$ cat config.mk
export PLATFORM = sky130hd
export DESIGN_NAME = secret_operand_feeder
export DESIGN_NICKNAME = d
export VERILOG_FILES = /design/src/rtl/secret_operand_feeder.sv
export SDC_FILE = /design/constraint.sdc
export NUM_CORES = 1
export LEC_CHECK = 0
export CORE_MARGIN = 2
export CORE_UTILIZATION = 51
export CTS_CLUSTER_DIAMETER = 100
export DETAILED_ROUTE_END_ITERATION = 12
export PLACE_DENSITY = 0.86
export SKIP_CTS_REPAIR_TIMING = 1
export SLEW_MARGIN = 30
export SYNTH_ARGS = -nofsm -noshare
export SYNTH_HDL_FRONTEND = slang
export SYNTH_SLANG_ARGS = --single-unit
$ cat constraint.sdc
create_clock -name clk -period 5.26 [get_ports clk]
set_input_delay 1.052 -clock clk [delete_from_list [all_inputs] [get_ports clk]]
set_output_delay 1.052 -clock clk [all_outputs]
set_load 0.03 [all_outputs]
$ cat src/rtl/secret_operand_feeder.sv
// Operand-preparation stage for the per-coefficient add/subtract ALU.
// Holds one public coefficient together with its multiples 2a, 3a and 4a, and streams the
// packed 4-bit two's-complement secret coefficients of a 64-bit word as sign-magnitude
// select codes, one per cycle, under a valid/ready handshake.
module secret_operand_feeder #(
    parameter int unsigned A_W    = 13,
    parameter int unsigned COEF_W = 4,
    parameter int unsigned N_COEF = 16
) (
    input  logic                     clk,
    input  logic                     rst,
    input  logic [A_W-1:0]           a_in,
    input  logic                     a_load,
    input  logic [N_COEF*COEF_W-1:0] s_word,
    input  logic                     s_load,
    output logic                     s_ready,
    output logic                     out_valid,
    input  logic                     out_ready,
    output logic [3:0]               s_out,
    output logic                     last_out,
    output logic [A_W-1:0]           a_out,
    output logic [A_W-1:0]           ax2_out,
    output logic [A_W-1:0]           ax3_out,
    output logic [A_W-1:0]           ax4_out,
    output logic                     err_range
);

    localparam int unsigned WORD_W = N_COEF * COEF_W;
    localparam int unsigned IDX_W  = (N_COEF > 1) ? $clog2(N_COEF) : 1;
    localparam logic [IDX_W-1:0] LAST_IDX = IDX_W'(N_COEF - 1);

    typedef enum logic [0:0] {
        StIdle,
        StStream
    } state_e;

    state_e             state_q, state_d;
    logic [IDX_W-1:0]   idx_q, idx_d;
    logic [WORD_W-1:0]  word_q, word_d;
    logic [A_W-1:0]     a_q, a_d;
    logic [A_W-1:0]     ax2_q, ax2_d;
    logic [A_W-1:0]     ax3_q, ax3_d;
    logic [A_W-1:0]     ax4_q, ax4_d;
    logic               err_q, err_d;

    logic               at_last;
    logic               fire;
    logic               accept;
    logic [COEF_W-1:0]  nib;
    int                 nib_val;
    logic [3:0]         code;
    logic               nib_oor;

    // Handshake: a word may be taken while idle, or in the same cycle the last nibble leaves.
    always_comb begin
        out_valid = (state_q == StStream);
        at_last   = (idx_q == LAST_IDX);
        fire      = out_valid && out_ready;
        s_ready   = (state_q == StIdle) || (fire && at_last);
        accept    = s_load && s_ready;
        last_out  = out_valid && at_last;
    end

    // Select the current nibble and convert it to a clamped sign-magnitude code.
    always_comb begin
        nib     = word_q[int'(idx_q) * COEF_W +: COEF_W];
        nib_val = int'($signed(nib));
        nib_oor = 1'b0;
        code    = 4'b0000;
        if (nib_val > 4) begin
            nib_oor = 1'b1;
            code    = 4'b0100;
        end else if (nib_val < -4) begin
            nib_oor = 1'b1;
            code    = 4'b1100;
        end else if (nib_val < 0) begin
            code = {1'b1, 3'(-nib_val)};
        end else begin
            // Zero lands here, so a zero magnitude never carries the sign bit.
            code = {1'b0, 3'(nib_val)};
        end
        s_out = out_valid ? code : 4'b0000;
    end

    // Stream control: advance on fire, reload on accept (accept wins for back-to-back words).
    always_comb begin
        state_d = state_q;
        idx_d   = idx_q;
        word_d  = word_q;
        err_d   = err_q;
        if (fire) begin
            if (nib_oor) begin
                err_d = 1'b1;
            end
            if (at_last) begin
                state_d = StIdle;
                idx_d   = '0;
            end else begin
                idx_d = idx_q + 1'b1;
            end
        end
        if (accept) begin
            word_d  = s_word;
            idx_d   = '0;
            state_d = StStream;
        end
    end

    // Multiples are only captured while idle so they stay stable for a whole stream.
    always_comb begin
        a_d   = a_q;
        ax2_d = ax2_q;
        ax3_d = ax3_q;
        ax4_d = ax4_q;
        if (a_load && (state_q == StIdle)) begin
            a_d   = a_in;
            ax2_d = a_in << 1;
            ax3_d = a_in + (a_in << 1);
            ax4_d = a_in << 2;
        end
    end

    // State registers with synchronous reset taking priority over everything.
    always_ff @(posedge clk) begin
        if (rst) begin
            state_q <= StIdle;
            idx_q   <= '0;
            word_q  <= '0;
            a_q     <= '0;
            ax2_q   <= '0;
            ax3_q   <= '0;
            ax4_q   <= '0;
            err_q   <= 1'b0;
        end else begin
            state_q <= state_d;
            idx_q   <= idx_d;
            word_q  <= word_d;
            a_q     <= a_d;
            ax2_q   <= ax2_d;
            ax3_q   <= ax3_d;
            ax4_q   <= ax4_d;
            err_q   <= err_d;
        end
    end

    assign a_out     = a_q;
    assign ax2_out   = ax2_q;
    assign ax3_out   = ax3_q;
    assign ax4_out   = ax4_q;
    assign err_range = err_q;

endmodule

==> results_dict.tcl <==
set metrics [dict create \
    layoutNonFillerInstCount 763 \
    clkSlewWorstSetupHoldPaths_ns 0.09 \
    final_common_cell "nand2_1" \
    path_delay_family "buffers and inverters" \
    grt_pass1_wl_mm 18.64 \
    worst_pin_slew_ns 0.7358 \
    rows 34 \
    fill_cells 685 \
    synth_cells 561 \
    overflow 0 \
    synthArstFlopShare 0 \
    cts_tree "yes" \
    netlist_area_um2 4632 \
    p_per_area_nw_per_um2 271.8 \
    finalSetupTns_ns 0 \
    crit_type "reg -> out" \
    track_usage 0.2314 \
    antennaDiodeCount 0 \
    final_nets 747 \
    slowest_delay_ns 0.74 \
    drc 0 \
    crit_chain "buf_4 -> mux4_2 -> mux2i_1 -> nor2_1 -> a21oi_1 -> ha_1 -> nor2_1 -> a2111oi_2 -> clkdlybuf4s50_1" \
    synthTopCellsByArea "dfxtp_1 41%, nand2_1 14%, a21oi_1 9.9%" \
    clock_latency_ns 0.36 \
    drive_above_1_share 0.06565 \
    status "complete, no violations" \
    yosysWarnings 0 \
    worstSetupEndpointType "output pin" \
    portBuffers 138 \
    p_leak_nw 2.245 \
    area_growth_pct 30.20 \
    synth-edff-count 0 \
    viasPerCell 5.533 \
    cts_htree_levels 3 \
    fmax_mhz 209.6 \
    cp_num_buf_inv 2 \
    routedWlPerCell_um 14.74 \
    clock-skew-final_ns 0.007105 \
    grt_pass1_vias 4155 \
    fp.dieW_um 99.30 \
    maxCapViolations 0 \
    core_um2 8763 \
    die_y_um 99.30 \
    io_pins 142 \
    ys_types 47 \
    relSlewSlack 0.5088 \
    die-area_um2 9860 \
    peakVddDrop_v 0.0001479 \
    gp_congestion 0.8711 \
    first_pass_iters 4 \
    via_count 4222 \
    grt_max_degree 68 \
    postSynthAreaPerCell_um2 8.257 \
    timing.final.hold_violations 0 \
    layout_common_cells "171 x nand2_1, 137 x clkdlybuf4s50_1, 95 x dfxtp_1, 92 x a21oi_1" \
    cts_max_path_buffers 2 \
    finalSetupViolCount 0 \
    rsz0062_at_grt "false" \
    start_util 0.5286 \
    ys_seq_area_frac 0.4106 \
    drt_iter0_markers 159 \
    required_ns 4.21 \
    cp.depth 9 \
    r2r_cells 9 \
    fin_crit_ns 4.771 \
    yosys.area.top_type "dfxtp_1" \
    synth-seq-cells 95 \
    hp-class "reg -> reg" \
    drtAntennaViolNets 0 \
    period_share 0.9071 \
    crit_slowest_cell "clkdlybuf4s50_1" \
    wl_mm 11.25 \
    crit_path_max_fanout 14 \
    cts_buffers 9 \
    startpoint_type "flop" \
    post-synth-top-area-fraction 0.4106 \
    cpMostUsedCell "nor2_1" \
    dp_cells 748 \
    ctsRootBufferMaster "clkbuf_8" \
    antenna_found_initial 0 \
    critPathArrivalTime_ns 3.72 \
    synth_ff_type "dfxtp_1" \
    slew_viol_final 0 \
    hpwl_mm 8.442 \
    cts.sink_count 95 \
    hold_depth 2 \
]
## metrics by stage
stage	hold WS, ns	util	instance area (um2)	worst slack, ns	power (mW)
after global routing	0.4712	0.6882	6031	0.2124	1.718
after CTS	0.4622	0.6878	6027	0.4316	1.648
after floorplan	0.4315	-	4639	1.492	1.026
final	0.4632	0.6882	6031	0.4886	1.639
after global placement	0.4411	0.6636	5816	0.9428	1.151
after detailed placement	0.4490	0.6642	5821	0.8399	1.164
## state kept, by name, summed over array words and instances, names as in the netlist
name / flops
out_valid: 1
a_out: 13
word_q: 64
ax3_out: 12
err_range: 1
idx_q: 4
## worst paths after layout
kind | from | end | slack, ns
setup / recovery | idx_q[0] | s_out[0] | 0.49
hold / removal | word_q[28] | word_q[28] | 0.46
setup reg to reg | idx_q[0] | err_range | 2.63
hold reg to reg | word_q[28] | word_q[28] | 0.46
## report_power, final
group / internal (mW) / leakage [nW] / total, mW / switching, mW
sequential: 0.762 / 0.779 / 0.791 / 0.0295
combinational: 0.167 / 1.36 / 0.357 / 0.191
clock: 0.245 / 0.102 / 0.491 / 0.246
total: 1.17 / 2.24 / 1.64 / 0.466
## layer usage
metal | track usage | wire [um] | part of all wire | vias up
li1 | - | - | - | 2070
met1 | 0.2825 | 4744 | 0.42 | 1969
met2 | 0.4012 | 5487 | 0.49 | 164
met3 | 0.05481 | 834 | 0.074 | 19
met4 | 0.07903 | 182 | 0.016 | 0
met5 | 0 | 0 | 0 | -
## logic make-up (layout without fill, tap and decap cells)
logic type	after synthesis	in the layout	synth area share
AOI/OAI and AO/OA	135	135	0.1683
adders and majority gates	14	14	0.03944
DFF	95	95	0.4106
other	1	3	0.0008096
buffers and inverters	69	161	0.08212
xor gates and xnor gates	7	7	0.01324
and+or+nand+nor	219	219	0.1956
muxes	21	21	0.08995
## worst register-to-register path, stage by stage (launching register included)
cell and delay (ns):
dfxtp_1 0.61, buf_4 0.33, mux4_2 0.53, mux2i_1 0.15
nor2_1 0.06, a21oi_1 0.23, ha_1 0.22, nor2_1 0.08
a211oi_1 0.24, nor3_1 0.07
## final cells by class
type	instances	area (um2)	area share
tap	108	135.1	0.02241
clock inverter	4	55.05	0.009129
sequential	95	1902	0.3154
multi-input combinational	399	2370	0.3929
clock buffer	11	151.4	0.02510
inverter	5	18.77	0.003112
timing repair buffer	141	1399	0.2320
## cells in the mapped netlist, types with 5 or more instances
| master | number |
|---|---|
| o21ai_0 | 8 |
| nor2_1 | 15 |
| nand2_1 | 173 |
| inv_1 | 5 |
| buf_4 | 28 |
| ha_1 | 13 |
| mux4_2 | 15 |
| xor2_1 | 5 |
| a21oi_1 | 92 |
| nand3_1 | 7 |
| clkbuf_1 | 26 |
| a211oi_1 | 10 |
| buf_2 | 7 |
| dfxtp_1 | 95 |
| nor3_1 | 9 |
Power figures use the tool's default switching activity.
